File: src/rtl/layer_2_5_sequencer.sv
`default_nettype none
// ============================================================================
// Module   : layer_2_5_sequencer
// Purpose  : Control sequencer for a 5-lane MAC datapath. Clears the
//            accumulators, streams VEC_LEN operand reads, waits for the
//            datapath to acknowledge every step, then holds the result until
//            the consumer acknowledges it.
// Options  : define SEQ_TIMEOUT_EN to build in the drain watchdog and the
//            sticky 'error' output.
// Revision : 1.0 - initial release
// ============================================================================
module layer_2_5_sequencer #(
  parameter int VEC_LEN = 16,
  parameter int ADDR_W  = 8,
  parameter int TIMEOUT = 64
) (
  input  logic              clk,
  input  logic              reset,
  input  logic              start,
  input  logic              result_ack,
  input  logic              dp_accumulate_signal,
  output logic              busy,
  output logic              done,
  output logic              result_valid,
  output logic              rd_en,
  output logic [ADDR_W-1:0] rd_addr,
  output logic              dp_clear,
  output logic              dp_load,
`ifdef SEQ_TIMEOUT_EN
  output logic              error,
`endif
  output logic              dp_accumulate
);

  // Counter width must hold VEC_LEN itself, which may equal 2^ADDR_W.
  localparam int                CNT_W     = ADDR_W + 1;
  localparam logic [CNT_W-1:0]  VEC_LEN_C = CNT_W'(VEC_LEN);
  localparam logic [CNT_W-1:0]  CNT_ONE   = CNT_W'(1);
  localparam logic [ADDR_W-1:0] LAST_ADDR = ADDR_W'(VEC_LEN - 1);
  localparam logic [ADDR_W-1:0] ADDR_ONE  = ADDR_W'(1);

  // Reject unusable configurations at elaboration time.
  if (VEC_LEN < 1 || VEC_LEN > (1 << ADDR_W) || TIMEOUT < 1) begin : g_param_check
    $error("layer_2_5_sequencer: VEC_LEN must be 1..2^ADDR_W and TIMEOUT >= 1");
  end

  typedef enum logic [2:0] {
    S_IDLE   = 3'd0,
    S_CLEAR  = 3'd1,
    S_ISSUE  = 3'd2,
    S_DRAIN  = 3'd3,
    S_RESULT = 3'd4
  } state_t;

  state_t           state;
  logic [CNT_W-1:0] ack_cnt;   // datapath step acknowledgements, saturating

`ifdef SEQ_TIMEOUT_EN
  localparam int               WD_W    = $clog2(TIMEOUT + 1);
  localparam logic [WD_W-1:0]  WD_LAST = WD_W'(TIMEOUT - 1);
  localparam logic [WD_W-1:0]  WD_ONE  = WD_W'(1);
  logic [WD_W-1:0] wd_cnt;     // cycles spent in DRAIN
`endif

  // Sequencer FSM; every output is a register updated together with the state.
  // rd_addr doubles as the issue counter since it steps 0..VEC_LEN-1 in ISSUE.
  always_ff @(posedge clk) begin
    if (reset) begin
      state         <= S_IDLE;
      busy          <= 1'b0;
      done          <= 1'b0;
      result_valid  <= 1'b0;
      rd_en         <= 1'b0;
      rd_addr       <= '0;
      dp_clear      <= 1'b0;
      dp_load       <= 1'b0;
      dp_accumulate <= 1'b0;
      ack_cnt       <= '0;
`ifdef SEQ_TIMEOUT_EN
      wd_cnt        <= '0;
      error         <= 1'b0;
`endif
    end else begin
      // Memory returns data one cycle after the read strobe, so the datapath
      // strobes are the read strobe delayed by one register.
      dp_load       <= rd_en;
      dp_accumulate <= rd_en;
      done          <= 1'b0;

      case (state)
        S_IDLE: begin
          if (start) begin
            state    <= S_CLEAR;
            busy     <= 1'b1;
            dp_clear <= 1'b1;
          end
        end

        S_CLEAR: begin
          state    <= S_ISSUE;
          dp_clear <= 1'b0;
          ack_cnt  <= '0;
          rd_en    <= 1'b1;
          rd_addr  <= '0;
        end

        S_ISSUE: begin
          if (dp_accumulate_signal && ack_cnt != VEC_LEN_C) begin
            ack_cnt <= ack_cnt + CNT_ONE;
          end
          if (rd_addr == LAST_ADDR) begin
            state   <= S_DRAIN;
            rd_en   <= 1'b0;
            rd_addr <= '0;
`ifdef SEQ_TIMEOUT_EN
            wd_cnt  <= '0;
`endif
          end else begin
            rd_addr <= rd_addr + ADDR_ONE;
          end
        end

        S_DRAIN: begin
          if (ack_cnt == VEC_LEN_C) begin
            state        <= S_RESULT;
            done         <= 1'b1;
            result_valid <= 1'b1;
          end
`ifdef SEQ_TIMEOUT_EN
          else if (wd_cnt == WD_LAST) begin
            // Datapath stalled: give up, flag it, and present what we have.
            state        <= S_RESULT;
            done         <= 1'b1;
            result_valid <= 1'b1;
            error        <= 1'b1;
          end else begin
            wd_cnt <= wd_cnt + WD_ONE;
          end
`endif
          if (dp_accumulate_signal && ack_cnt != VEC_LEN_C) begin
            ack_cnt <= ack_cnt + CNT_ONE;
          end
        end

        S_RESULT: begin
          // start is deliberately not looked at here; a new run can only be
          // accepted from IDLE on a later cycle.
          if (result_ack) begin
            state        <= S_IDLE;
            busy         <= 1'b0;
            result_valid <= 1'b0;
          end
        end

        default: begin
          state <= S_IDLE;
          busy  <= 1'b0;
        end
      endcase
    end
  end

endmodule
`default_nettype wire

File: config.mk
export PLATFORM = sky130hd
export DESIGN_NAME = layer_2_5_sequencer
export DESIGN_NICKNAME = d
export VERILOG_FILES = /design/src/rtl/layer_2_5_sequencer.sv
export SDC_FILE = /design/constraint.sdc
export NUM_CORES = 1
export LEC_CHECK = 0
export CORE_MARGIN = 1.5
export CORE_UTILIZATION = 50
export CTS_CLUSTER_SIZE = 20
export DETAILED_ROUTE_END_ITERATION = 8
export GPL_TIMING_DRIVEN = 0
export PLACE_DENSITY = 0.75
export SETUP_SLACK_MARGIN = 0.4
export SYNTH_ARGS = -nofsm -noshare
export SYNTH_HDL_FRONTEND = slang
export SYNTH_SLANG_ARGS = --single-unit
File: constraint.sdc
create_clock -name clk -period 2.25 [get_ports clk]
set_input_delay 0.225 -clock clk [delete_from_list [all_inputs] [get_ports clk]]
set_output_delay 0.225 -clock clk [all_outputs]
set_load 0.02 [all_outputs]
==> impl_metrics.tcl <==
set metrics [dict create \
    status "finished, final reports clean" \
    cap_violations 0 \
    synth.top_cell.area_share_pct 39.4 \
    fmax_mhz 594 \
    initial_core_util_pct 52.9 \
    via_per_inst 5.96 \
    ir_drop_v 0.000421 \
    m1WireLength_mm 1.40 \
    n_antenna_cell 0 \
    yosysSeqAreaShare_pct 39.4 \
    clockRootBuffer "clkbuf_4" \
    port_buffers 18 \
    power.density_nw_per_um2 550 \
    grt_start_max_net_pins 15 \
    postCtsHoldBufs 0 \
    cts_tree "done" \
    ant_nets 0 \
    ys.flop_type "dfxtp_1" \
    die-area_sq_um 2960 \
    worstPathArrival_ns 1.46 \
    synthCells 156 \
    dp_hpwl_mm 2.20 \
    cts_max_path_buffers 2 \
    start_kind "register" \
    report.final.slew_viol_count 0 \
    netlist_area_sq_um 1320 \
    placedCellCount 204 \
    die_x_microns 54.4 \
    power_mw 0.881 \
    drt-pass1-iter-count 4 \
    wl_per_cell_microns 14.0 \
    rsz0062_at_grt "false" \
    cts_sinks 26 \
    clock_latency_ns 0.32 \
    io_pins 20 \
    routed.top_layer "met4" \
    ys_async_sr_fraction_pct 0 \
    finalCritPeriodShare_pct 74.8 \
    syn_nets 164 \
    cp_max_fo 6 \
    syn_avg_cell_area_sq_um 8.48 \
    grt_overflow 0 \
    synth.most_common_cell "dfxtp_1" \
    setup_violations 0 \
    drive_above_1_share_pct 8.43 \
    drc 0 \
    grt_pass1_vias 1141 \
    post-route-util_pct 64.2 \
    fin_crit_ns 1.68 \
    ctsHtreeMaxLevel 1 \
    grt_pass1_wl_mm 5.03 \
    worst_pin_slew_ns 0.478 \
    dr_wl_met3_microns 157 \
    area_delta_synth_final_pct 21.3 \
    synth-seq-cells 26 \
    hp-class "in -> reg" \
    critical_path.max_stage_delay_ns 0.66 \
    path_cells "clkdlybuf4s50_1" \
    synthDistinctLibCells 43 \
    crit_required_ns 2.03 \
    criticalPathCategory "reg -> out" \
    synth_commonest_cells "dfxtp_1, nor2_1, a21oi_1, nand2_1, nand3_1" \
    clkSlewWorstSetupHoldPaths_ns 0.13 \
    layout.cells.non_filler 208 \
    vias 1240 \
    total_leakage_power_nw 0.532 \
    synth_area_leaders "dfxtp_1, a21oi_1, nand3_1" \
    die_y_microns 54.4 \
    endpoint_kind "output pin" \
    placementRows 18 \
    critical-path-slowest-cell "clkdlybuf4s50_1" \
    track_usage_pct 23.0 \
    finalHoldViolCount 0 \
    crit_family "buffers and inverters" \
    crit_buf_inv 1 \
    antenna_found_initial 0 \
    initialDrtViolationCount 15 \
    met2_length_mm 1.33 \
    yosys_warnings 0 \
    place.gp.congestion 0.809 \
    synth_enable_flop_cells 0 \
    synth_top_area_cell "dfxtp_1" \
    core_area_sq_um 2500 \
    setup_tns_ns 0 \
    numCtsBuffers 3 \
    slew_headroom_pct 67.9 \
    routed_wirelength_mm 2.91 \
    fin_nets 187 \
    skew_ns 0.00545 \
]
==> sequential cells by signal (all words and copies together) (netlist names) <==
| register | count |
|---|---|
| ack_cnt | 9 |
| rd_addr | 8 |
| dp_clear | 1 |
| busy | 1 |
| result_valid | 1 |
| done | 1 |
| rd_en | 1 |
| dp_accumulate | 1 |
| state | 3 |
==> what timing repair did <==
action                     4_1_cts  5_1_grt
gates resized for setup          0        5
setup endpoints to repair        0        8
setup buffers                    0        0
==> through the flow <==
step | cell area (sq um) | setup slack, ns | hold slack, ns
6_report | 1600 | 0.567 | 0.267
5_1_grt | 1600 | 0.450 | 0.306
4_1_cts | 1580 | 0.445 | 0.264
3_5_place_dp | 1540 | 0.457 | 0.468
3_3_place_gp | 1540 | 0.476 | 0.448
2_1_floorplan | 1320 | 0.592 | 0.388
==> final cells by class <==
class                      count  area, sq um
fill                         214          896
multi-input combinational    119          777
sequential                    26          520
timing repair buffer          18          180
buffer                         8         41.3
tap                           30         37.5
clock buffer                   4         36.3
inverter                       3         11.3
==> layer usage <==
metal	vias up	GRT usage [%]
li1	619	-
met1	578	32.3
met2	39	35.3
met3	4	5.19
met4	0	6.67
met5	-	0
==> kinds of logic (layout without fill, tap and decap cells) <==
kind of cell    count (synthesis)  in the layout  share of synthesized area (%)
xor+xnor                        4              4                           2.65
mux                             3              3                           2.27
simple gates                   71             71                           30.0
compound gates                 38             38                           19.0
fa+ha+maj                       3              3                           2.84
flops                          26             26                           39.4
buf+inv                        11             33                           3.88
==> power by group <==
group	internal (mW)	switching [mW]	total (mW)
sequential	0.476	0.0120	0.488
combinational	0.0676	0.0929	0.160
clock	0.0991	0.134	0.233
==> final timing paths <==
check	from	to	slack, ns	cells after the start
hold reg to reg	result_valid	result_valid	0.47	2
hold / removal	reset	dp_accumulate	0.27	2
setup reg to reg	ack_cnt[0]	ack_cnt[8]	0.58	6
setup / recovery	rd_addr[4]	rd_addr[4]	0.57	1
==> cells in the final DEF, fill, tap and decap left out, types with 3 or more instances in the layout <==
| cell type | synthesis | final |
|---|---|---|
| clkbuf_1 | 4 | 3 |
| nand3_1 | 11 | 11 |
| clkbuf_4 | 0 | 3 |
| ha_1 | 3 | 3 |
| o21ai_0 | 3 | 3 |
| a31oi_1 | 4 | 4 |
| mux2i_1 | 3 | 3 |
| a22oi_1 | 4 | 4 |
| dfxtp_1 | 26 | 26 |
| nand2_1 | 12 | 12 |
| xnor2_1 | 4 | 4 |
| nor2_1 | 14 | 14 |
| clkdlybuf4s50_1 | 0 | 18 |
| nor3_1 | 8 | 8 |
| a21oi_1 | 13 | 13 |
| nand4_1 | 3 | 3 |
| nor2b_1 | 3 | 3 |
| inv_1 | 3 | 3 |
Power figures use the tool's default switching activity.
